===== config.mk =====
export PLATFORM = sky130hd
export DESIGN_NAME = stopwatch_ctrl
export DESIGN_NICKNAME = d
export VERILOG_FILES = /design/src/rtl/stopwatch_ctrl.sv
export SDC_FILE = /design/constraint.sdc
export NUM_CORES = 1
export LEC_CHECK = 0
export BUFFER_PORTS_ARGS = -buffer_cell sky130_fd_sc_hd__clkbuf_2
export CAP_MARGIN = 20
export CORE_MARGIN = 8
export CORE_UTILIZATION = 45
export CTS_CLUSTER_SIZE = 30
export DETAILED_ROUTE_END_ITERATION = 10
export PLACE_DENSITY_LB_ADDON = 0.1
export SYNTH_ARGS = -nofsm -noshare
export SYNTH_HDL_FRONTEND = slang
export SYNTH_SLANG_ARGS = --single-unit

===== constraint.sdc =====
create_clock -name clk_100M -period 2.5 [get_ports clk_100M]
set_clock_uncertainty 0.05 [all_clocks]
set_input_delay 0.375 -clock clk_100M [delete_from_list [all_inputs] [get_ports clk_100M]]
set_output_delay 0.375 -clock clk_100M [all_outputs]
set_load 0.02 [all_outputs]

===== src/rtl/stopwatch_ctrl.sv =====
// rtl/stopwatch_ctrl.sv - run/pause/lap/clear controller with BCD SS.cc counter
module stopwatch_ctrl #(
    parameter int TICKS_PER_CS = 10,
    parameter int SEC_MAX      = 59
) (
    input  logic        clk_100M,
    input  logic        rst_n,
    input  logic        tick_1k,
    input  logic        btn_start_stop,
    input  logic        btn_lap_clr,
    output logic [15:0] disp_bcd,
    output logic        running,
    output logic        lap_active,
    output logic        wrap
);

    localparam int PW = (TICKS_PER_CS > 1) ? $clog2(TICKS_PER_CS) : 1;
    localparam logic [3:0] SEC_T = 4'(SEC_MAX / 10);
    localparam logic [3:0] SEC_U = 4'(SEC_MAX % 10);

    typedef enum logic [1:0] {IDLE, RUN, LAP, PAUSE} state_t;

    state_t        state, state_nxt;
    logic [PW-1:0] presc, presc_nxt;
    logic [15:0]   count, count_nxt;
    logic [15:0]   lap_latch, lap_latch_nxt;
    logic [15:0]   disp_nxt;
    logic          wrap_nxt, running_nxt, lap_active_nxt;
    logic          at_max;
    logic [3:0]    cu, ct, su, st;

    always_ff @(posedge clk_100M) begin
        if (!rst_n) begin
            state      <= IDLE;
            presc      <= '0;
            count      <= '0;
            lap_latch  <= '0;
            disp_bcd   <= '0;
            running    <= 1'b0;
            lap_active <= 1'b0;
            wrap       <= 1'b0;
        end else begin
            state      <= state_nxt;
            presc      <= presc_nxt;
            count      <= count_nxt;
            lap_latch  <= lap_latch_nxt;
            disp_bcd   <= disp_nxt;
            running    <= running_nxt;
            lap_active <= lap_active_nxt;
            wrap       <= wrap_nxt;
        end
    end

    // start_stop wins over lap_clr when both pulse in the same cycle
    always_comb begin
        state_nxt = state;
        case (state)
            IDLE:    if (btn_start_stop) state_nxt = RUN;
            RUN:     if (btn_start_stop) state_nxt = PAUSE;
                     else if (btn_lap_clr) state_nxt = LAP;
            LAP:     if (btn_start_stop) state_nxt = PAUSE;
                     else if (btn_lap_clr) state_nxt = RUN;
            PAUSE:   if (btn_start_stop) state_nxt = RUN;
                     else if (btn_lap_clr) state_nxt = IDLE;
            default: state_nxt = IDLE;
        endcase
    end

    assign at_max = (count[15:12] == SEC_T) && (count[11:8] == SEC_U) && (count[7:0] == 8'h99);

    always_comb begin
        presc_nxt     = presc;
        count_nxt     = count;
        lap_latch_nxt = lap_latch;
        wrap_nxt      = 1'b0;
        st = count[15:12];
        su = count[11:8];
        ct = count[7:4];
        cu = count[3:0];

        if ((state == RUN || state == LAP) && tick_1k) begin
            if (presc == PW'(TICKS_PER_CS - 1)) begin
                presc_nxt = '0;
                if (at_max) begin
                    count_nxt = '0;
                    wrap_nxt  = 1'b1;
                end else begin
                    if (cu != 4'd9) cu = cu + 4'd1;
                    else begin
                        cu = 4'd0;
                        if (ct != 4'd9) ct = ct + 4'd1;
                        else begin
                            ct = 4'd0;
                            if (su != 4'd9) su = su + 4'd1;
                            else begin
                                su = 4'd0;
                                st = st + 4'd1;
                            end
                        end
                    end
                    count_nxt = {st, su, ct, cu};
                end
            end else begin
                presc_nxt = presc + PW'(1);
            end
        end

        // lap captures the pre-tick count of this cycle
        if (state == RUN && !btn_start_stop && btn_lap_clr)
            lap_latch_nxt = count;

        if (state == PAUSE && !btn_start_stop && btn_lap_clr) begin
            presc_nxt     = '0;
            count_nxt     = '0;
            lap_latch_nxt = '0;
        end
    end

    always_comb begin
        disp_nxt       = (state_nxt == LAP) ? lap_latch_nxt : count_nxt;
        running_nxt    = (state_nxt == RUN) || (state_nxt == LAP);
        lap_active_nxt = (state_nxt == LAP);
    end

endmodule


==> After elaboration in Yosys (flattened, before gate mapping) <==
Cells that the tools add are included.
{ "totals": {"output_inout_bits": 19, "input_bits": 5, "reg_bits": 57, "word_cells": 65} }
{ "op_classes": {"n_mux": 26, "reduce_logical": 13, "bitwise_logic": 1, "eq_ne": 12, "addsub": 5} }
{ "ops": {"columns": ["cell", "count"], "rows": [
  ["2-to-1 mux 16 bit", 7],
  ["2-to-1 mux 4 bit", 10],
  ["adder 4 x 1 -> 4 bit (second input constant)", 5],
  ["2-to-1 mux 2 bit", 7],
  ["inequality test 4 bit (second input constant)", 3],
  ["== test 4 bit (second input constant)", 2],
  ["== test 8 bit (second input constant)", 1],
  ["one-hot mux 2 bit (4 select lines)", 1],
  ["logical AND 1 bit", 7],
  ["== test 2 bit (second input constant)", 3],
  ["== test 2 x 1 -> 1 bit (second input constant)", 2],
  ["== test 4 x 3 -> 1 bit (second input constant)", 1],
  ["AND reduction 3 bit", 1],
  ["zero test 2 bit", 1],
  ["logical OR 1 bit", 2],
  ["OR reduction 2 bit", 1],
  ["zero test 1 bit", 1],
  ["2-to-1 mux 1 bit", 1],
  ["inverter 1 bit", 1]
]} }

==> Logic depth before layout (Yosys ltp) <==
Gate-level depths: netlist of run 1.
{ "depth": {"ltp_word": 9, "depth_mapped": 11, "ltp_nobuf": 9} }

==> Worst setup path after synthesis of run 1 <==
No wires, ideal clock.
{ "synth_path": {"kind": "reg-to-reg", "start": "register state[0]", "end": "register disp_bcd[10]", "required_ns": 2.335, "setup_slack_ns": 0.430, "synth_period_minus_slack_ns": 2.070, "arrival_ns": 1.905, "n_path_buf": 2, "setup_ns": 0.115, "stages_incl_launch_ff": 12, "path_cell_list": "dfxtp_1 inv_1 ha_1 a21oi_1 nor2_1 o32a_1 ha_1 clkbuf_1 nand2_1 inv_1 clkbuf_1 o21a_1"} }
{ "synth_via": {"elab_cells_between_ends": 24, "cone_classes": "eq/ne: 4; mux: 13; reduce/logical: 7"} }
{ "synth_rtl": {"columns": ["item", "line_no", "text"], "rows": [
  ["start: declaration", "23", "state_t state, state_nxt;"],
  ["start signal: assignment", "43", "state <= state_nxt;"],
  ["== test 2 bit, or another cell as far along", "57", "case (state)"],
  ["one-hot mux 2 bit (4 select lines) *", "57", null],
  ["net state_nxt[1]", "23", null],
  ["== test 2 bit *", null, null],
  ["net lap_active_nxt", "28", "logic wrap_nxt, running_nxt, lap_active_nxt;"],
  ["2-to-1 mux 16 bit *", "120", "disp_nxt = (state_nxt == LAP) ? lap_latch_nxt : count_nxt;"],
  ["end signal: assignment", "47", "disp_bcd <= disp_nxt;"],
  ["end: declaration", "11", "output logic [15:0] disp_bcd,"]
]} }
The timed path passes the listed nets; every way through them passes the cells marked *.
A chain may end at the register's enable or synchronous reset.

==> Worst setup path in the final report of run 1 <==
{ "layout_path": {"start": "register state[0]", "end": "register disp_bcd[9]"} }
Same word-level chain as after synthesis.

==> flow_summary.ini, run 1 <==
[outcome]
status = finished, final reports clean

[grt]
grt_pass1_wl_um = 9070
gr-total-overflow = 0
grt_pass1_vias = 1895
antenna_found_initial = 0
grt_max_degree = 17
grt_use_total_pct = 13.7

[route]
drt_iter0_markers = 88
ant_nets = 0
wl_per_cell_um = 14.2
via_count = 2011
wirelength_um = 5410
first_pass_iters = 4
viasPerCell = 5.29
post-route-drc-count = 0

[cts]
clock-sinks = 57
cts_buffers = 9
cts_max_level = 3
clockBufferDepth = 2
clk_pin_slew_ps = 60
insertion_delay_ps = 330
cts_tree = yes
hold_buffers = 0
clockRootBuffer = clkbuf_8
cts_setup_buffers = 0
cts.repair.resized = 0

[critical_path]
cp_max_fo = 12
cp.required_ps = 2670
start_kind = flip-flop
worst_path_largest_cell_delay_ps = 370
cp-end-kind = flip-flop
crit_type = flip-flop to flip-flop
critical_path_arrival_ps = 2310
crit_chain = inv_1, ha_1, a21oi_1, nor2_1, o32a_1, ha_1, nand2_1, inv_1, buf_4, o21a_1
cpMaxStageDelayCell = dfxtp_1

[synthesis]
synth_largest_area_cell = dfxtp_1
synthAdderAreaFrac_pct = 6.52
async_reset_ff_share_pct = 0
seq_area_frac_synth_pct = 45.7
yosysTopAreaCellShare_pct = 45.7
synth_top_family_by_area = simple AND/OR/NAND/NOR gates
synth_compound_area_share_pct = 14.9
synth.area.mux_share_pct = 7.27
synth_fp_nets = 292
synth_most_common_cell = dfxtp_1
netlist_top_cells_count = dfxtp_1 (57), nor2_1 (39), mux2i_1 (17), o21ai_0 (16), nand2_1 (15)
synth-edff-count = 0
syn_area_um2 = 2500
post_synth_num_cell_types = 44
syn_avg_cell_area_um2 = 9.11
yosys.area_share.xor_xnor_pct = 0.702
yosys.area_share.simple_pct = 21.0
ys_warn_count = 0
synth-seq-cells = 57
synthCells = 274
synth.area.top_cells = dfxtp_1 (46%), mux2i_1 (6.8%), ha_1 (6.5%)
ys.flop_type = dfxtp_1

[power]
p_per_area_nw_per_um2 = 719
sw_frac_of_total_pct = 27.4
p_int_mw = 1.50
pwr-share-clk_pct = 34.9
p_seq_share_pct = 47.7
power_frac_comb_pct = 17.3
ir_drop_uv = 354
p_sw_mw = 0.567
p_leak_nw = 1.26

[timing]
rsz0062_at_grt = no
finalCriticalPeriod_ps = 2130
hold_violations = 0
setup_viol = 0
tightestPinTransition_ps = 384
fin_crit_sh_pct = 85.4
drv_slew = 0
tns_ps = 0
clock.fmax_mhz = 469
maxSlewHeadroom_pct = 74.1

[floorplan]
coreArea_um2 = 5440
start_util_pct = 45.9
die-area_um2 = 8190
pin_count = 24
fp.dieH_um = 90.5
rows = 27
die_w_um = 90.5

[final_layout]
fillCellCount = 525
multi_input_area_um2 = 1260
area_growth_pct = 15.3
drive_gt1_share_pct = 16.2
final_cells = 380
nets = 323
n_antenna_cell = 0
regArea_um2 = 1140

[place]
io_buffers = 23
dpl.hpwl_um = 3730
placed_cells = 366
gp_congestion = 0.803

[min_path]
min_path_type = input port to flip-flop

[flow_run]
cap_violations = 0
[metal layers]
layer / vias to the layer above / GRT usage, % / share of wire (%) / routed length, um
met5: - / 0 / 0 / 0
met4: 0 / 8.74 / 2.4 / 129
met3: 10 / 3.74 / 4.9 / 263
met2: 52 / 20.2 / 43 / 2310
met1: 933 / 17.3 / 50 / 2710
li1: 1016 / - / - / -
[layout make-up]
type	count	area share (%)
flip-flops and latches	57	39.6
repair buffers	32	6.35
multi-input cells	193	43.7
inverters	12	1.56
well taps	72	3.13
clock buffers	14	5.65
[power groups by stage]
stage                     clock, mW  sequential, mW  combinational, mW
after floorplan                   0            1.06              0.186
after global placement            0            1.01              0.361
after detailed placement          0            1.01              0.363
after CTS                     0.750           0.989              0.364
after global routing          0.789           0.993              0.396
final                         0.723           0.988              0.359
[metrics by stage]
stage / instance area [um2] / power [mW] / setup slack [ps] / utilization [%] / hold slack (ps)
6_report: 2880 / 2.07 / 366 / 52.9 / 313
5_1_grt: 2880 / 2.18 / 167 / 52.9 / 306
4_1_cts: 2880 / 2.10 / 356 / 52.9 / 295
3_5_place_dp: 2720 / 1.37 / 368 / 49.9 / 407
3_3_place_gp: 2720 / 1.37 / 361 / 49.9 / 401
2_1_floorplan: 2500 / 1.25 / 430 / - / 387
[worst paths after layout]
check	from	endpoint	slack, ps	cells after the start
worst min-delay path	rst_n	state[1]	310	2
worst max register to register	state[0]	disp_bcd[9]	370	10
worst max-delay path	state[0]	disp_bcd[9]	370	10
worst min register to register	lap_latch[15]	lap_latch[15]	410	2
[cells in the final DEF (no fill, tap or decap), types with 3 or more instances in the layout]
cell,instances
buf_4,9
a21oi_2,3
inv_1,12
or4_1,3
mux2i_1,17
clkbuf_8,11
ha_1,13
clkbuf_2,23
clkbuf_1,3
nor4_1,3
nor3_1,8
a21oi_1,13
nor2_1,39
nor2b_1,6
dfxtp_1,57
nand2_1,15
and3b_1,4
o21ai_0,16
or3_1,4
o21a_1,11
nand3_1,6
[flip-flops by register name (all words and copies together) (netlist names)]
register	count
state	2
presc	4
lap_latch	16
disp_bcd	16
count	16
wrap	1
lap_active	1
running	1
[cell families after synthesis]
| kind of cell | Yosys count |
|---|---|
| muxes | 18 |
| AOI/OAI and AO/OA | 58 |
| and+or+nand+nor | 102 |
| xor gates and xnor gates | 2 |
| adders and majority gates | 13 |
| buffers and inverters | 24 |
| DFF | 57 |
[critical path: cells and delay by family (launching register included)]
kind,cells,cell delay (ps)
buffers and inverters,3,300
AOI/OAI and AO/OA,3,640
DFF,1,370
adders and majority gates,2,490
and+or+nand+nor,2,160
(Power assumes the default switching activity.)
==> inputs of run 2 (changes only) <==
Settings changed: ABC_AREA set to 1.
==> run 2 against run 1 <==
Effect of this change:
- non-clock buffer count shrank 7
- cell area is 4.2% higher
- core utilization decreased by 1.0 points
- critical endpoint is now disp_bcd[4]
- largest power group unchanged
==> flow_summary.ini, run 2 <==
[final_layout]
layout_common_cells = dfxtp_1 (57), inv_1 (44), nor2_1 (44), nand2_1 (32), clkbuf_2 (23)
fillCellCount = 569
drive_gt1_share_pct = 19.4
area_growth_pct = 14.4
layout_commonest_cell = dfxtp_1
n_antenna_cell = 0
final_cells = 436
nets = 375
regArea_um2 = 1140
multi_input_area_um2 = 1240
final_area_um2 = 3000
top_regs = count: 16 flops, disp_bcd: 16 flops, lap_latch: 16 flops

[cts]
clk_pin_slew_ps = 60
cts_setup_buffers = 0
clockRootBuffer = clkbuf_8
insertion_delay_ps = 330
cts_max_level = 3
cts_buffers = 9
clock-sinks = 57
cts_tree = yes
hold_buffers = 0
cts.repair.resized = 0
clockBufferDepth = 2

[grt]
grt_use_total_pct = 14.4
grt_pass1_vias = 2079
gr-total-overflow = 0
grt_max_degree = 24
grt_pass1_wl_um = 9740
antenna_found_initial = 0

[critical_path]
path_common_cell = inv_1
start_kind = flip-flop
reg2reg_from = state[1]
cp-end-kind = flip-flop
worst_r2r_endpoint = disp_bcd[4]
cpMaxStageDelayCell = dfxtp_1
crit_type = flip-flop to flip-flop
critPathBufInv = 4
critical_path_arrival_ps = 2270
cp.required_ps = 2710
path_depth = 10
crit_chain = inv_1, ha_1, inv_1, a21oi_1, a32o_1, ha_1, buf_4, inv_1, nor2_1, a21oi_1
worst_path_largest_cell_delay_ps = 370
r2r_setup_slack_ps = 440
cp_max_fo = 8
r2r_cells = 10
crit_family = buffers and inverters

[synthesis]
syn_avg_cell_area_um2 = 8.00
netlist_top_cells_count = dfxtp_1 (57), inv_1 (44), nor2_1 (44), nand2_1 (32), nand3_1 (21)
synth_largest_area_cell = dfxtp_1
synth_most_common_cell = dfxtp_1
ys.flop_type = dfxtp_1
synth-seq-cells = 57
seq_area_frac_synth_pct = 43.5
yosysTopAreaCellShare_pct = 43.5
synth-edff-count = 0
synth.area.top_cells = dfxtp_1 (44%), inv_1 (6.3%), nor2_1 (6.3%)
synthCells = 328
ys_warn_count = 0
synth_fp_nets = 346
syn_area_um2 = 2620
async_reset_ff_share_pct = 0
post_synth_num_cell_types = 36

[floorplan]
coreArea_um2 = 5780
start_util_pct = 45.4
die-area_um2 = 8530
rows = 28
die_w_um = 92.3
fp.dieH_um = 92.3
pin_count = 24

[power]
p_total_mw = 1.97
p_per_area_nw_per_um2 = 658
p_leak_nw = 1.53
ir_drop_uv = 378

[place]
io_buffers = 23
place_area_um2 = 2810
placed_cells = 421
dpl.hpwl_um = 4060
gp_congestion = 0.848

[route]
via_count = 2149
post-route-drc-count = 0
wirelength_um = 5650
ant_nets = 0
viasPerCell = 4.93
drt_iter0_markers = 108
first_pass_iters = 5
wl_per_cell_um = 12.9

[timing]
clock.fmax_mhz = 485
tightestPinTransition_ps = 635
maxSlewHeadroom_pct = 57.4
rsz0062_at_grt = no
fin_crit_sh_pct = 82.4
drv_slew = 0
hold_violations = 0
setup_viol = 0
finalCriticalPeriod_ps = 2060
tns_ps = 0

[min_path]
min_path_type = input port to flip-flop
worstHoldPathCells = 2
whs_endpoint = state[1]
worst_hold_startpoint = rst_n

[flow_run]
cap_violations = 0

[outcome]
status = finished, final reports clean
[run 2: cell count changes in the layout (fill, tap and decap cells not counted), sizes merged, moves of 4 or more]
cell,before,now
or3,4,0
inv,12,51
nor3,8,15
nand2,15,38
o21a,11,0
a22oi,1,7
nor2b,6,0
buf,9,2
mux2i,17,0
and3b,4,0
nor2,39,53
nand3,6,26
o21ai,16,26
[run 2: metal layers]
metal	up-vias	GRT usage (%)	share of wire, %
li1	1143	-	-
met1	961	18.0	49
met2	38	22.1	45
met3	7	4.53	4.4
met4	0	6.31	1.3
met5	-	0	0
[run 2: report_power, final]
part / internal (mW) / total (mW) / switching, mW
Combinational: 0.0577 / 0.178 / 0.121
Clock: 0.506 / 0.842 / 0.336
Sequential: 0.941 / 0.953 / 0.0115
[run 2: logic make-up after synthesis]
logic type / after synthesis / synth area share [%]
AND/OR/NAND/NOR: 138 / 27.3
AO/OA/AOI/OAI: 61 / 14.0
buffers and inverters: 59 / 9.02
flip-flops: 57 / 43.5
adder cells (fa/ha/maj): 13 / 6.20
[run 2: worst max-delay path by stage]
stage              from      endpoint  slack [ps]
6_report       state[1]   disp_bcd[4]         440
5_1_grt        state[0]   disp_bcd[5]         230
4_1_cts        state[1]  disp_bcd[12]         440
3_5_place_dp   state[1]   disp_bcd[4]         460
3_3_place_gp   state[0]   disp_bcd[8]         530
2_1_floorplan  state[0]  disp_bcd[13]         420
[run 2: worst register-to-register path, cell delays in order, from the launching register on]
cell	delay [ps]
dfxtp_1	370
inv_1	100
ha_1	180
inv_1	100
a21oi_1	70
a32o_1	240
ha_1	230
buf_4	180
inv_1	260
nor2_1	90
a21oi_1	120
[run 2: stage by stage]
stage	hold slack (ps)	setup slack, ps	utilization [%]
2_1_floorplan	410	416	-
3_3_place_gp	433	530	48.5
3_5_place_dp	432	457	48.5
4_1_cts	259	438	51.9
5_1_grt	288	229	51.9
6_report	266	440	51.9
[run 2: area by class of cell]
type	count	share of cell area, %
clock buffers	12	5.17
flip-flops and latches	57	38.0
multi-input cells	212	41.5
inverters	52	6.51
well taps	75	3.13
repair buffers	25	4.34
clock inverters	3	1.33
==> inputs of run 3 (changes only) <==
Settings changed: ABC_AREA 1 to 0.
Clock period 2.5 ns to 1.9 ns, I/O delays scaled along.
==> run 3 against run 2 <==
Effect of this change:
- the flow now finishes with violations (negative setup slack)
- total power rose by 62%
- combinational power rose to 3.9 times the previous value
- register-to-register slack got worse by 470 ps
- global-route usage rose by 0.45 points
- count of clock-buffer cells in the layout fell by 2
- sequential power rose by 36%
- flip-flop and latch count did not move
- non-clock buffer count rose by 44
- worst setup slack got worse by 470 ps
- wire length rose by 8.5%
- maximum frequency rose by 7.0%
- via count barely moved
- critical path type unchanged
- largest cell class unchanged
==> flow_summary.ini, run 3 (same netlist as run 1, synthesis figures left out) <==
[outcome]
status = finished with violations
violations = negative setup slack

[floorplan]
start_util_pct = 45.9
pin_count = 24
coreArea_um2 = 5440
die-area_um2 = 8190
die_w_um = 90.5
rows = 27
fp.dieH_um = 90.5

[timing]
finalCriticalPeriod_ps = 1930
holdWs_ps = 225
worst_slack_ps = -25.5
hold_violations = 0
tightestPinTransition_ps = 346
maxSlewHeadroom_pct = 76.9
setup_viol = 5
fin_crit_sh_pct = 101
clock.fmax_mhz = 519
rsz0062_at_grt = yes
drv_slew = 0

[route]
post-route-drc-count = 0
wirelength_um = 6130
via_count = 2151
wl_per_cell_um = 14.6
drt_iter0_markers = 147
first_pass_iters = 5
viasPerCell = 5.13
ant_nets = 0

[grt]
grt_max_degree = 18
grt_pass1_vias = 2052
grt_use_total_pct = 14.8
gr-total-overflow = 0
grt_pass1_wl_um = 9870
antenna_found_initial = 0

[place]
dpl.hpwl_um = 3990
gp_congestion = 0.775
io_buffers = 23

[power]
p_sw_mw = 0.878
p_seq_share_pct = 40.8
p_leak_nw = 1.53
ir_drop_uv = 659
p_total_mw = 3.20
pwr-share-clk_pct = 37.6
p_per_area_nw_per_um2 = 918
p_int_mw = 2.32
sw_frac_of_total_pct = 27.5
power_frac_comb_pct = 21.6

[cts]
cts_max_level = 3
clock-sinks = 57
cts_buffers = 9
clockRootBuffer = clkbuf_8
cts_tree = yes
clk_pin_slew_ps = 70
hold_buffers = 0
clockBufferDepth = 2
insertion_delay_ps = 330

[min_path]
worstHoldPathCells = 2
min_path_type = input port to flip-flop
whs_endpoint = state[1]
worst_hold_startpoint = rst_n

[critical_path]
critical_path_arrival_ps = 2160
r2r_cells = 8
r2r_setup_slack_ps = -30
cp_max_fo = 6
cp.required_ps = 2140
start_kind = flip-flop
crit_type = flip-flop to flip-flop
worst_r2r_endpoint = count[14]
reg2reg_from = state[0]
cp-end-kind = flip-flop

[final_layout]
area_growth_pct = 39.4
layout_common_cells = dfxtp_1 (55), buf_4 (38), nor2_1 (37), clkbuf_2 (23), mux2i_1 (16)
drive_gt1_share_pct = 37.2
layout_commonest_cell = dfxtp_1
nets = 360
n_antenna_cell = 0
top_regs = count: 16 flops, disp_bcd: 16 flops, lap_latch: 16 flops

[flow_run]
cap_violations = 0
## run 3: cell count changes in the layout (fill, tap and decap cells not counted), moves of 10 or more
cell	change
o21a_1	+11
inv_1	-36
a21oi_1	-11
mux2i_1	+16
nand2_1	-18
nand3_1	-16
buf_4	+36
o21ai_1	-12
nor3_1	-10
## run 3: how the worst max path moves through the flow
| stage | from | end | slack (ps) | depth (start not counted) |
|---|---|---|---|---|
| floorplan | state[0] | disp_bcd[8] | 4 | 11 |
| global placement | state[1] | disp_bcd[7] | -50 | 10 |
| detailed placement | state[1] | disp_bcd[7] | -90 | 10 |
| CTS | state[0] | disp_bcd[8] | -30 | 9 |
| global route | state[0] | disp_bcd[14] | -90 | 8 |
| finish | state[0] | count[14] | -30 | 8 |
## run 3: cell type report
cell class	count	area (um2)
Inverter	12	55.1
Clock inverter	6	82.6
Multi-Input combinational cell	193	1480
Tap cell	72	90.1
Fill cell	439	1960
Sequential cell	57	1150
Timing Repair Buffer	69	499
Clock buffer	10	128
## run 3: routing by layer
layer | global-route usage (%) | vias up | wire length [um]
li1 | - | 1093 | -
met1 | 18.7 | 1010 | 3040
met2 | 22.8 | 40 | 2770
met3 | 3.82 | 8 | 237
met4 | 7.07 | 0 | 77
met5 | 0 | - | 0
## run 3: per-stage QoR
step           setup TNS [ps]  util (%)  cells  area, um2  setup WS, ps
2_1_floorplan               0         -    274       2570          4.31
3_3_place_gp             -459      54.8    394       2980         -54.1
3_5_place_dp             -635      54.8    394       2980         -86.6
4_1_cts                  -133      60.8    414       3300         -29.0
5_1_grt                  -881      64.0    419       3480         -92.7
6_report                -67.5      64.0    419       3480         -25.5
## run 3: repair_timing
action / CTS / global route
setup endpoints to repair: 17 / 19
gates resized for setup: 23 / 33
setup buffers: 4 / 5
pin swaps: 11 / 13
## run 3: power by group through the flow
stage                     combinational (mW)  sequential, mW  clock, mW
after detailed placement               0.590            1.33          0
after CTS                              0.637            1.30       1.22
after global routing                   0.751            1.31       1.28
after floorplan                        0.294            1.40          0
final                                  0.689            1.30       1.20
after global placement                 0.589            1.33          0
## run 3: worst max-delay path, cell delays in order, from the launching register on
cell     delay, ps
dfxtp_4        370
inv_4           50
ha_4           250
and3_4         180
nand4_1        100
buf_6          160
or4_4          420
a21oi_2        170
buf_4          130
